--- src/rtl/twiddle_fetch_pkg.sv ---
// Shared FFT constants and helpers for the twiddle fetch block.
//   FFT_R / FFT_N / FFT_W : default log2 size, size, and twiddle component width
//   TW_DEPTH               : quarter-wave cosine table depth (N/4 + 1)
//   TW_ONE                 : Q2.(W-2) representation of 1.0
//   TW_LATENCY             : exponent-in to twiddle-out latency in cycles
//   tw_cos_q()             : elaboration-time cos(2*pi*m/n) scaled to Q2.(w-2)
package twiddle_fetch_pkg;

    localparam int FFT_R      = 5;
    localparam int FFT_N      = 1 << FFT_R;
    localparam int FFT_W      = 16;
    localparam int TW_DEPTH   = FFT_N / 4 + 1;
    localparam int TW_ONE     = 1 << (FFT_W - 2);
    localparam int TW_LATENCY = 3;

    // Per-entry control carried alongside the table reads.
    typedef struct packed {
        logic inv;     // conjugate (inverse transform)
        logic region;  // k lies in N/4+1 .. N/2-1
    } tw_ctl_t;

    // pi in Q30
    localparam longint TW_PI_Q30 = 64'sd3373259426;

    // cos(2*pi*m/n) in Q2.(w-2), rounded to nearest with ties away from zero.
    // Integer-only Taylor series in Q30 so the table folds to constants at
    // elaboration. Intended for m in 0..n/4 (|x| <= pi/2) and w <= 31.
    function automatic longint tw_cos_q(input int m, input int n, input int w);
        longint x, x2, term, sum, half;
        int     sh;
        x    = (2 * TW_PI_Q30 * m) / n;
        x2   = (x * x) >>> 30;
        term = longint'(1) <<< 30;
        sum  = term;
        for (int i = 1; i <= 10; i++) begin
            term = -((term * x2) >>> 30) / ((2 * i - 1) * (2 * i));
            sum  = sum + term;
        end
        sh   = 30 - (w - 2);
        half = longint'(1) <<< (sh - 1);
        // Round on the magnitude so the result is symmetric about zero.
        if (sum >= 0)
            return (sum + half) >>> sh;
        else
            return -((-sum + half) >>> sh);
    endfunction

endpackage

--- src/rtl/twiddle_fetch_tw_quarter_rom.sv ---
// Quarter-wave cosine table C[m] = cos(2*pi*m/N), m = 0..N/4, Q2.(W-2).
// Two independent read ports with registered outputs.
//   clk, rst_n     : clock, asynchronous active-low reset (clears read regs)
//   addr_a, addr_b : read addresses
//   data_a, data_b : registered table contents, one cycle after address
module tw_quarter_rom
    import twiddle_fetch_pkg::*;
#(
    parameter int N  = FFT_N,
    parameter int W  = FFT_W,
    parameter int AW = $clog2(N / 4 + 1)
) (
    input  logic                clk,
    input  logic                rst_n,
    input  logic [AW-1:0]       addr_a,
    input  logic [AW-1:0]       addr_b,
    output logic signed [W-1:0] data_a,
    output logic signed [W-1:0] data_b
);

    localparam int DEPTH = N / 4 + 1;

    logic signed [W-1:0] rom [2**AW];

    // Address space is padded to a power of two; unused slots read as zero.
    for (genvar m = 0; m < 2**AW; m++) begin : g_rom
        localparam logic signed [W-1:0] VAL =
            (m < DEPTH) ? W'(tw_cos_q((m < DEPTH) ? m : 0, N, W)) : '0;
        assign rom[m] = VAL;
    end

    always_ff @(posedge clk or negedge rst_n) begin
        if (!rst_n) begin
            data_a <= '0;
            data_b <= '0;
        end else begin
            data_a <= rom[addr_a];
            data_b <= rom[addr_b];
        end
    end

endmodule

--- src/rtl/twiddle_fetch.sv ---
// Twiddle factor fetch: maps exponent k (0..N/2-1) to W_N^k = cos - j*sin
// (or its conjugate) using a quarter-wave cosine table. 3-stage pipeline,
// one exponent per cycle, no backpressure.
//   i_clk, i_rst_n        : clock, asynchronous active-low reset
//   i_exp_valid           : i_exponent / i_inv valid this cycle
//   i_exponent [R-2:0]    : twiddle exponent k
//   i_inv                 : 1 = inverse transform (conjugate twiddle)
//   o_tw_valid            : o_tw_re / o_tw_im valid (3 cycles after input)
//   o_tw_re, o_tw_im      : signed Q2.(W-2) twiddle, held while not valid
module twiddle_fetch
    import twiddle_fetch_pkg::*;
#(
    parameter int R = FFT_R,
    parameter int N = 1 << R,
    parameter int W = FFT_W
) (
    input  logic                i_clk,
    input  logic                i_rst_n,
    input  logic                i_exp_valid,
    input  logic [R-2:0]        i_exponent,
    input  logic                i_inv,
    output logic                o_tw_valid,
    output logic signed [W-1:0] o_tw_re,
    output logic signed [W-1:0] o_tw_im
);

    localparam int QTR = N / 4;
    localparam int AW  = $clog2(QTR + 1);

    logic [TW_LATENCY-1:0] vld_pipe;
    logic [R-2:0]          k_s1;
    tw_ctl_t               ctl_s1, ctl_s2;
    logic [AW-1:0]         addr_re, addr_im;
    logic signed [W-1:0]   rom_re, rom_im;

    // Valid shift register; bit i marks stage S(i+1) holding a live entry.
    always_ff @(posedge i_clk or negedge i_rst_n) begin
        if (!i_rst_n)
            vld_pipe <= '0;
        else
            vld_pipe <= {vld_pipe[TW_LATENCY-2:0], i_exp_valid};
    end

    assign o_tw_valid = vld_pipe[TW_LATENCY-1];

    // S1: capture exponent, conjugate select and region flag.
    always_ff @(posedge i_clk) begin
        if (i_exp_valid) begin
            k_s1          <= i_exponent;
            ctl_s1.inv    <= i_inv;
            ctl_s1.region <= (int'(i_exponent) > QTR);
        end
    end

    // Table addresses. First quadrant: re = C[k], im = -C[N/4-k].
    // Second quadrant (k' = k-N/4): re = -C[N/4-k'] = -C[N/2-k], im = -C[k'].
    always_comb begin
        if (ctl_s1.region) begin
            addr_re = AW'(N / 2 - int'(k_s1));
            addr_im = AW'(int'(k_s1) - QTR);
        end else begin
            addr_re = AW'(int'(k_s1));
            addr_im = AW'(QTR - int'(k_s1));
        end
    end

    // S2: registered table reads.
    tw_quarter_rom #(
        .N  (N),
        .W  (W),
        .AW (AW)
    ) u_rom (
        .clk    (i_clk),
        .rst_n  (i_rst_n),
        .addr_a (addr_re),
        .addr_b (addr_im),
        .data_a (rom_re),
        .data_b (rom_im)
    );

    always_ff @(posedge i_clk) begin
        if (vld_pipe[0])
            ctl_s2 <= ctl_s1;
    end

    // S3: apply signs. Table magnitude never exceeds 2**(W-2), so negation
    // cannot overflow, and negating zero yields plain zero.
    always_ff @(posedge i_clk or negedge i_rst_n) begin
        if (!i_rst_n) begin
            o_tw_re <= '0;
            o_tw_im <= '0;
        end else if (vld_pipe[1]) begin
            o_tw_re <= ctl_s2.region ? -rom_re : rom_re;
            o_tw_im <= ctl_s2.inv    ? rom_im  : -rom_im;
        end
    end

endmodule

--- config.mk ---
export PLATFORM = sky130hd
export DESIGN_NAME = twiddle_fetch
export DESIGN_NICKNAME = d
export VERILOG_FILES = /design/src/rtl/twiddle_fetch_pkg.sv /design/src/rtl/twiddle_fetch_tw_quarter_rom.sv /design/src/rtl/twiddle_fetch.sv
export SDC_FILE = /design/constraint.sdc
export NUM_CORES = 1
export LEC_CHECK = 0
export ABC_CLOCK_PERIOD_IN_PS = 3000
export BUFFER_PORTS_ARGS = -buffer_cell sky130_fd_sc_hd__buf_2
export CORE_AREA = 8 8 106 84
export CTS_CLUSTER_SIZE = 30
export DETAILED_ROUTE_END_ITERATION = 7
export DIE_AREA = 0 0 114 92
export GPL_ROUTABILITY_DRIVEN = 0
export PLACE_DENSITY_LB_ADDON = 0.15
export SLEW_MARGIN = 20
export SYNTH_ARGS = -nofsm -noshare
export SYNTH_HDL_FRONTEND = slang
export SYNTH_SLANG_ARGS = --single-unit
--- constraint.sdc ---
create_clock -name i_clk -period 3 [get_ports i_clk]
set_clock_uncertainty 0.1 [all_clocks]
set_input_delay 0.6 -clock i_clk [delete_from_list [all_inputs] [get_ports i_clk]]
set_output_delay 0.6 -clock i_clk [all_outputs]
set_load 0.05 [all_outputs]
Word-level counts from Yosys, hierarchy flattened:

Memory sizes are Yosys's and may differ from the RTL's. A register that Yosys moved wholly into a read port is not among the register bits.
Cells that the tools add are included.
Widths: inputs -> output; s select.

* flip-flop bits (word level): 43
* memory bits (read-only): 512
* bits of input ports: 8
* word-level logic and storage cells: 24
* memories: 2

Memories
* (no name shown): depth 16, width 16, rd ports 1, clocked after Yosys merged registers in 1, wr ports 0, line twiddle_fetch_tw_quarter_rom.sv:38 `data_b <= rom[addr_b];`
* (no name shown): depth 16, width 16, rd ports 1, clocked after Yosys merged registers in 1, wr ports 0, line twiddle_fetch_tw_quarter_rom.sv:37 `data_a <= rom[addr_a];`

* add/subtract/negate cells: 5
* $lt $le $gt $ge: 1
* multiplexer cells: 4
* bitwise logic cells: 2
* reductions and logical operators: 2

Operator list (number)
* $mux 16: 2
* $neg 16->16: 2
* $not 4->5: 2
* $mux 4: 2
* $gt 4x4->1 const B: 1
* $sub 1x4->4 const A: 1
* $sub 4x4->4 const A: 1
* $sub 4x4->4 const B: 1
* $logic_not 1->1: 2

Depth between registers and ports, before layout:

Gate-level depths: netlist (run 1).

* depth after elaboration: 3
* mapped depth: 8

Cells and area by module:

Synthesis (run 1) repeated with hierarchy kept, for this count alone.

* cell total of the unflattened synthesis: 337
* area, all modules: 3606.0 µm²

By module, submodules not included
* twiddle_fetch: times used 1, cells an instance 230, area an instance 2302.2 µm², seq. area each 1116.1 µm²
* tw_quarter_rom: times used 1, cells an instance 107, area an instance 1303.8 µm², seq. area each 750.7 µm²

Worst setup path before layout (run 1):

No wires, ideal clock.

* path kind: register -> register
* start point: reg k_s1[1]
* end point: reg u_rom.data_a[11]
* data arrival time: 1913 ps
* data required time: 2812 ps
* setup slack: 898 ps
* cell stages (with the launch flop): 9
* path buffers: 1
* cell sequence: edfxtp_1 -> clkbuf_1 -> inv_1 -> ha_1 -> mux2i_1 -> inv_1 -> ha_1 -> nor2_1 -> nor3b_1

* cells in the longest elaborated chain, start to end: 3

RTL lines
* start: declaration: line twiddle_fetch.sv:31 `logic [R-2:0] k_s1;`
* start signal: assignment: line twiddle_fetch.sv:49 `k_s1 <= i_exponent;`
* $sub 1x4->4: line twiddle_fetch.sv:59 `addr_re = AW'(N / 2 - int'(k_s1));`
* $mux 4 *: line twiddle_fetch.sv:58 `if (ctl_s1.region) begin`
* $not 4->5 (implied by the code) *: line twiddle_fetch_tw_quarter_rom.sv:37
* end: declaration: line twiddle_fetch_tw_quarter_rom.sv:17 `output logic signed [W-1:0] data_a,`

Mark *: on every way between the ends. The rest lies on a longest branch, timed or not.
A chain may end at the register's enable or synchronous reset.

Final worst setup path (run 1):

* start point: reg k_s1[1]
* end point: reg u_rom.data_b[11]

* cells in the longest elaborated chain, start to end: 3
* elaborated cells between the ends (all ways): 4
* those cells by class: add/sub: 2; mux: 1; bitwise: 1

RTL lines
* $sub 4x4->4 (on tied branches): line twiddle_fetch.sv:63, twiddle_fetch.sv:60
* $mux 4 *: line twiddle_fetch.sv:58
* $not 4->5 (implied by the code) *: line twiddle_fetch_tw_quarter_rom.sv:38
* end: declaration: line twiddle_fetch_tw_quarter_rom.sv:18 `output logic signed [W-1:0] data_b`

Marks and branches as above.

==> results.ini, run 1 <==
[outcome]
outcome = complete, no violations

[timing]
fin_crit_sh = 0.7371
finalSetupTns_ns = 0
tightestPinTransition_ns = 0.7474
rsz0062_at_grt = false
relSlewSlack = 0.5018
layout_min_cycle_time_ns = 2.211
max_freq_mhz = 452.2
finalMaxSlewViolations = 0
final-setup-viol-count = 0
hold_viol_final = 0

[global_route]
grt_pass1_wl_um = 12680
grt_use_total = 0.1524
grt_pass1_vias = 2475
overflow = 0
antenna_found_initial = 0
grt_max_degree = 46

[cts]
numCtsBuffers = 9
cts_root_buffer = clkbuf_8
cts_max_level = 3
clkTransAtPathRegs_ns = 0.07
cts_buffer_depth = 2
postCtsSetupBuffers = 0
cts_sinks = 73
postCtsHoldBufs = 0
clk_latency_ns = 0.33
cts-resized-gates = 0
cts_tree = done

[logic_synthesis]
ys_seq_area_frac = 0.5321
synth_nets = 373
synth_seq_cells = 73
synthesis.area_um2 = 3508
syn_inst = 359
netlist-cell-type-count = 41
yosys_warnings = 0
syn_area_per_cell_um2 = 9.773

[cells_and_area]
drive_above_1_share = 0.1721
fin_nets = 412
fill_cells = 680
multiInputGateArea_um2 = 1506
seq_area_um2 = 1868
antenna_cells = 0
fin_util = 0.5610
area_growth_pct = 14.51

[critical_path]
crit_fanout = 8
path_class = reg -> reg
worstSetupEndpointType = flop
critPathLaunchType = flop
critPathLaunch = k_s1[1]
r2r-start = k_s1[1]
arrival_ns = 2.35
cp.required_ns = 3.14

[routing]
wl_per_cell_um = 15.04
vias_per_cell = 5.237
initialDrtViolationCount = 179
ant_nets = 0
wl_um = 7552
first_pass_iters = 4
vias = 2629
drc_errors = 0

[power_and_ir_drop]
p_leak_uw = 0.001755
finalPower_uw = 3320
p_per_area_nw_per_um2 = 826.4
vdd_drop_max_uv = 328.9

[die]
initial_core_util = 0.4899
rows = 27
fp.dieH_um = 92
ios = 41
die_w_um = 114
dieArea_um2 = 10490
core_um2 = 7162

[place]
io_buffer_count = 40
hpwl_um = 5467

[hold_path]
hp-class = in -> async

[flow_run]
drv_cap = 0

==> placed cells by master, fill, tap and decap left out, types with 5 or more instances in the layout <==
| master | count |
|---|---|
| ha_1 | 6 |
| a31oi_1 | 10 |
| buf_2 | 40 |
| xnor2_1 | 18 |
| nand3_1 | 8 |
| a21oi_1 | 40 |
| clkbuf_8 | 10 |
| nor2_1 | 51 |
| buf_4 | 7 |
| nand2_1 | 26 |
| dfrtp_1 | 64 |
| nor2b_1 | 6 |
| or3_1 | 5 |
| o21ai_0 | 6 |
| nor3_1 | 12 |
| edfxtp_1 | 8 |
| inv_1 | 16 |
| xor2_1 | 12 |
==> Yosys cell counts, drive strengths merged <==
cell type | instances | area, um^2
o311ai | 2 | 17.52
clkbuf | 17 | 63.81
mux2 | 2 | 22.52
mux2i | 4 | 40.04
o31ai | 4 | 30.03
o2bb2ai | 1 | 8.760
edfxtp | 8 | 240.2
o31a | 1 | 8.760
buf | 3 | 11.26
nor2b | 6 | 37.54
nor3 | 12 | 60.06
xor2 | 12 | 105.1
a31oi | 10 | 62.56
o41ai | 4 | 35.03
o22ai | 2 | 12.51
a21oi | 40 | 200.2
o2111ai | 1 | 8.760
or3b | 1 | 8.760
a211oi | 4 | 30.03
or4b | 1 | 10.01
a41oi | 1 | 8.760
nand3 | 8 | 40.04
nand2 | 26 | 97.59
o211ai | 2 | 15.01
dfrtp | 65 | 1627
or3 | 7 | 53.80
a2bb2oi | 1 | 8.760
nor3b | 3 | 22.52
or4 | 5 | 41.29
nor2 | 51 | 191.4
o21ai | 10 | 50.05
nor4 | 2 | 27.53
xnor2 | 18 | 157.7
or2 | 1 | 6.260
ha | 6 | 75.07
nand2b | 2 | 12.51
inv | 16 | 60.06
==> flip-flops by register name (all words and copies together), names as in the netlist <==
signal / count
u_rom.data_b: 15
k_s1: 4
o_tw_re: 16
ctl_s1: 2
o_tw_im: 16
ctl_s2: 2
u_rom.data_a: 15
vld_pipe: 3
==> stage by stage <==
stage / cells / hold slack [ns] / area, um^2 / worst slack [ns]
floorplan: 359 / 0.2044 / 3508 / 0.8983
global placement: 488 / 0.3031 / 3834 / 0.8853
detailed placement: 488 / 0.3063 / 3834 / 0.8181
CTS: 502 / 0.2372 / 4018 / 0.7629
global route: 502 / 0.2578 / 4018 / 0.5286
finish: 502 / 0.2101 / 4018 / 0.7887
==> critical path, cell delays in order (launching register included) <==
cell,delay [ns]
edfxtp_1,0.48
inv_1,0.10
ha_1,0.32
mux2i_1,0.38
inv_1,0.15
ha_1,0.33
nor2_1,0.05
nor3b_1,0.20
==> worst paths after layout <==
check	depth (start not counted)	slack (ns)	to
setup / recovery	7	0.79	u_rom.data_b[11]
hold / removal	1	0.21	u_rom.data_a[11]
setup reg to reg	7	0.79	u_rom.data_b[11]
hold reg to reg	0	0.32	ctl_s2[1]
max in group asynchronous	2	1.95	u_rom.data_b[8]
min in group i_clk	0	0.32	ctl_s2[1]
==> metal layers <==
metal  wire length (um)  part of all wire  global-route usage
met5                  0                 0                   0
met4                 68            0.0090             0.04309
met1               3715              0.49              0.2180
met3                527             0.070             0.05370
met2               3240              0.43              0.2108
==> cells by family after synthesis <==
kind of cell,count (synthesis),synth area share
simple gates,125,0.1737
compound gates,83,0.1416
flops,73,0.5321
buf+inv,36,0.03852
xor+xnor,30,0.07489
mux,6,0.01783
fa+ha+maj,6,0.02140
==> power by group <==
group          internal (uW)  switching [uW]
Sequential              1200             190
Combinational            372             830
Clock                    397             334
==> layout make-up <==
cell class,instances,share of cell area
clock buffers,11,0.03519
clock inverters,3,0.01059
inverters,16,0.01495
multi-input cells,250,0.3750
flip-flops and latches,73,0.4650
well taps,101,0.03145
repair buffers,48,0.06789
Note: power is estimated with default switching activity, not from simulation.
==> inputs of run 2 (changes only) <==
ABC_CLOCK_PERIOD_IN_PS = 1900   (was 3000)
clock period = 1.9 ns   (was 3 ns; I/O delays follow)
==> results.ini, run 2 (synthesis gave the netlist of run 1 again) <==
[cts]
numCtsBuffers = 9
cts_root_buffer = clkbuf_8
cts_sinks = 73
clk_latency_ns = 0.34
clkTransAtPathRegs_ns = 0.08
cts_tree = done
cts_buffer_depth = 2
cts_max_level = 3

[die]
initial_core_util = 0.4899
rows = 27
fp.dieH_um = 92
core_um2 = 7162
dieArea_um2 = 10490
ios = 41
die_w_um = 114

[critical_path]
r2r-start = u_rom.data_a[9]
worstSetupEndpointType = flop
critPathLaunch = u_rom.data_a[9]
crit_fanout = 4
cp.required_ns = 2.08
path_class = reg -> reg
arrival_ns = 2.09
critPathLaunchType = flop

[global_route]
grt_pass1_wl_um = 12830
antenna_found_initial = 0
grt_pass1_vias = 2558
overflow = 0
grt_use_total = 0.1525
grt_max_degree = 25

[timing]
final-setup-viol-count = 1
setup_ws_ns = -0.01433
max_freq_mhz = 522.4
finalSetupTns_ns = -0.01433
rsz0062_at_grt = true
hold_viol_final = 0
layout_min_cycle_time_ns = 1.914
tightestPinTransition_ns = 0.6051
fin_crit_sh = 1.008
finalMaxSlewViolations = 0
relSlewSlack = 0.5966

[routing]
wl_per_cell_um = 14.29
ant_nets = 0
initialDrtViolationCount = 156
vias = 2725
drc_errors = 0
first_pass_iters = 4
vias_per_cell = 5.181
wl_um = 7519

[cells_and_area]
final_cell_count_no_fill = 526
area_growth_pct = 23.93
fin_nets = 434
fill_cells = 610
drive_above_1_share = 0.2565
mostFrequentLayoutCell = dfrtp_1
antenna_cells = 0
fin_util = 0.6071
largestRegisters = o_tw_im: 16 flops, o_tw_re: 16 flops
final_cell_mix = dfrtp_1 (63), nor2_1 (50), buf_2 (40), a21oi_1 (39), buf_4 (27)

[power_and_ir_drop]
p_per_area_nw_per_um2 = 1277
p_leak_uw = 0.001913
finalPower_uw = 5551
vdd_drop_max_uv = 525.6

[place]
placed_cells = 506
io_buffer_count = 40
hpwl_um = 5593

[flow_run]
drv_cap = 0

[outcome]
violations = negative setup slack
outcome = complete, but fails checks

[hold_path]
min-delay-start = i_inv
hp-class = in -> reg

run 2: layout make-up:
type                       count  area (um^2)  share of cell area
inverter                      16        60.06             0.01381
timing repair buffer          70        452.9              0.1042
multi-input combinational    250         1624              0.3735
sequential                    73         1869              0.4299
tap                          101        126.4             0.02906
clock inverter                 4        48.80             0.01122
clock buffer                  12        166.4             0.03827
run 2: repair_timing:
item / CTS / global route
endpoints found under the setup margin: 3 / 27
buffers inserted: 1 / 2
endpoints found under the hold margin: 9 / 0
gates resized for setup: 3 / 11
hold buffers: 1 / 0
pin swaps: 0 / 5
run 2: report_power, final:
| group | switching, uW | total (uW) | internal, uW |
|---|---|---|---|
| logic | 1390 | 2120 | 721 |
| clock network | 554 | 1270 | 721 |
| registers | 270 | 2160 | 1890 |
run 2: stage by stage:
| stage | setup slack (ns) | hold slack, ns | area, um^2 |
|---|---|---|---|
| final | -0.01433 | 0.1156 | 4348 |
| after detailed placement | -0.07951 | 0.2017 | 4025 |
| after global routing | -0.08316 | 0.1030 | 4348 |
| after global placement | 0.008166 | 0.1971 | 4025 |
| after CTS | -0.002462 | 0.09203 | 4282 |
| after floorplan | -0.008032 | -0.01559 | 3557 |
run 2: worst max-delay path, cell delays in order, from the launching register on:
cell and delay, ns:
dfrtp_2 0.45, or3_4 0.38, or4_4 0.44, or4_1 0.40, nand3_1 0.09
run 2: worst paths after layout:
check / endpoint / slack [ns] / cells after the start
worst max-delay path: o_tw_re[14] / -0.01 / 4
worst min-delay path: ctl_s1[1] / 0.12 / 1
worst max register to register: o_tw_re[14] / -0.01 / 4
worst min register to register: ctl_s2[1] / 0.32 / 0
max in group asynchronous: o_tw_im[13] / 0.83 / 3
min in group asynchronous: u_rom.data_a[3] / 0.37 / 2
run 2: routing by layer:
layer	global-route usage	share of wire	up-vias
li1	-	-	1380
met4	0.04641	0.0084	0
met3	0.04257	0.050	5
met2	0.2157	0.42	58
met5	0	0	-
met1	0.2200	0.52	1282
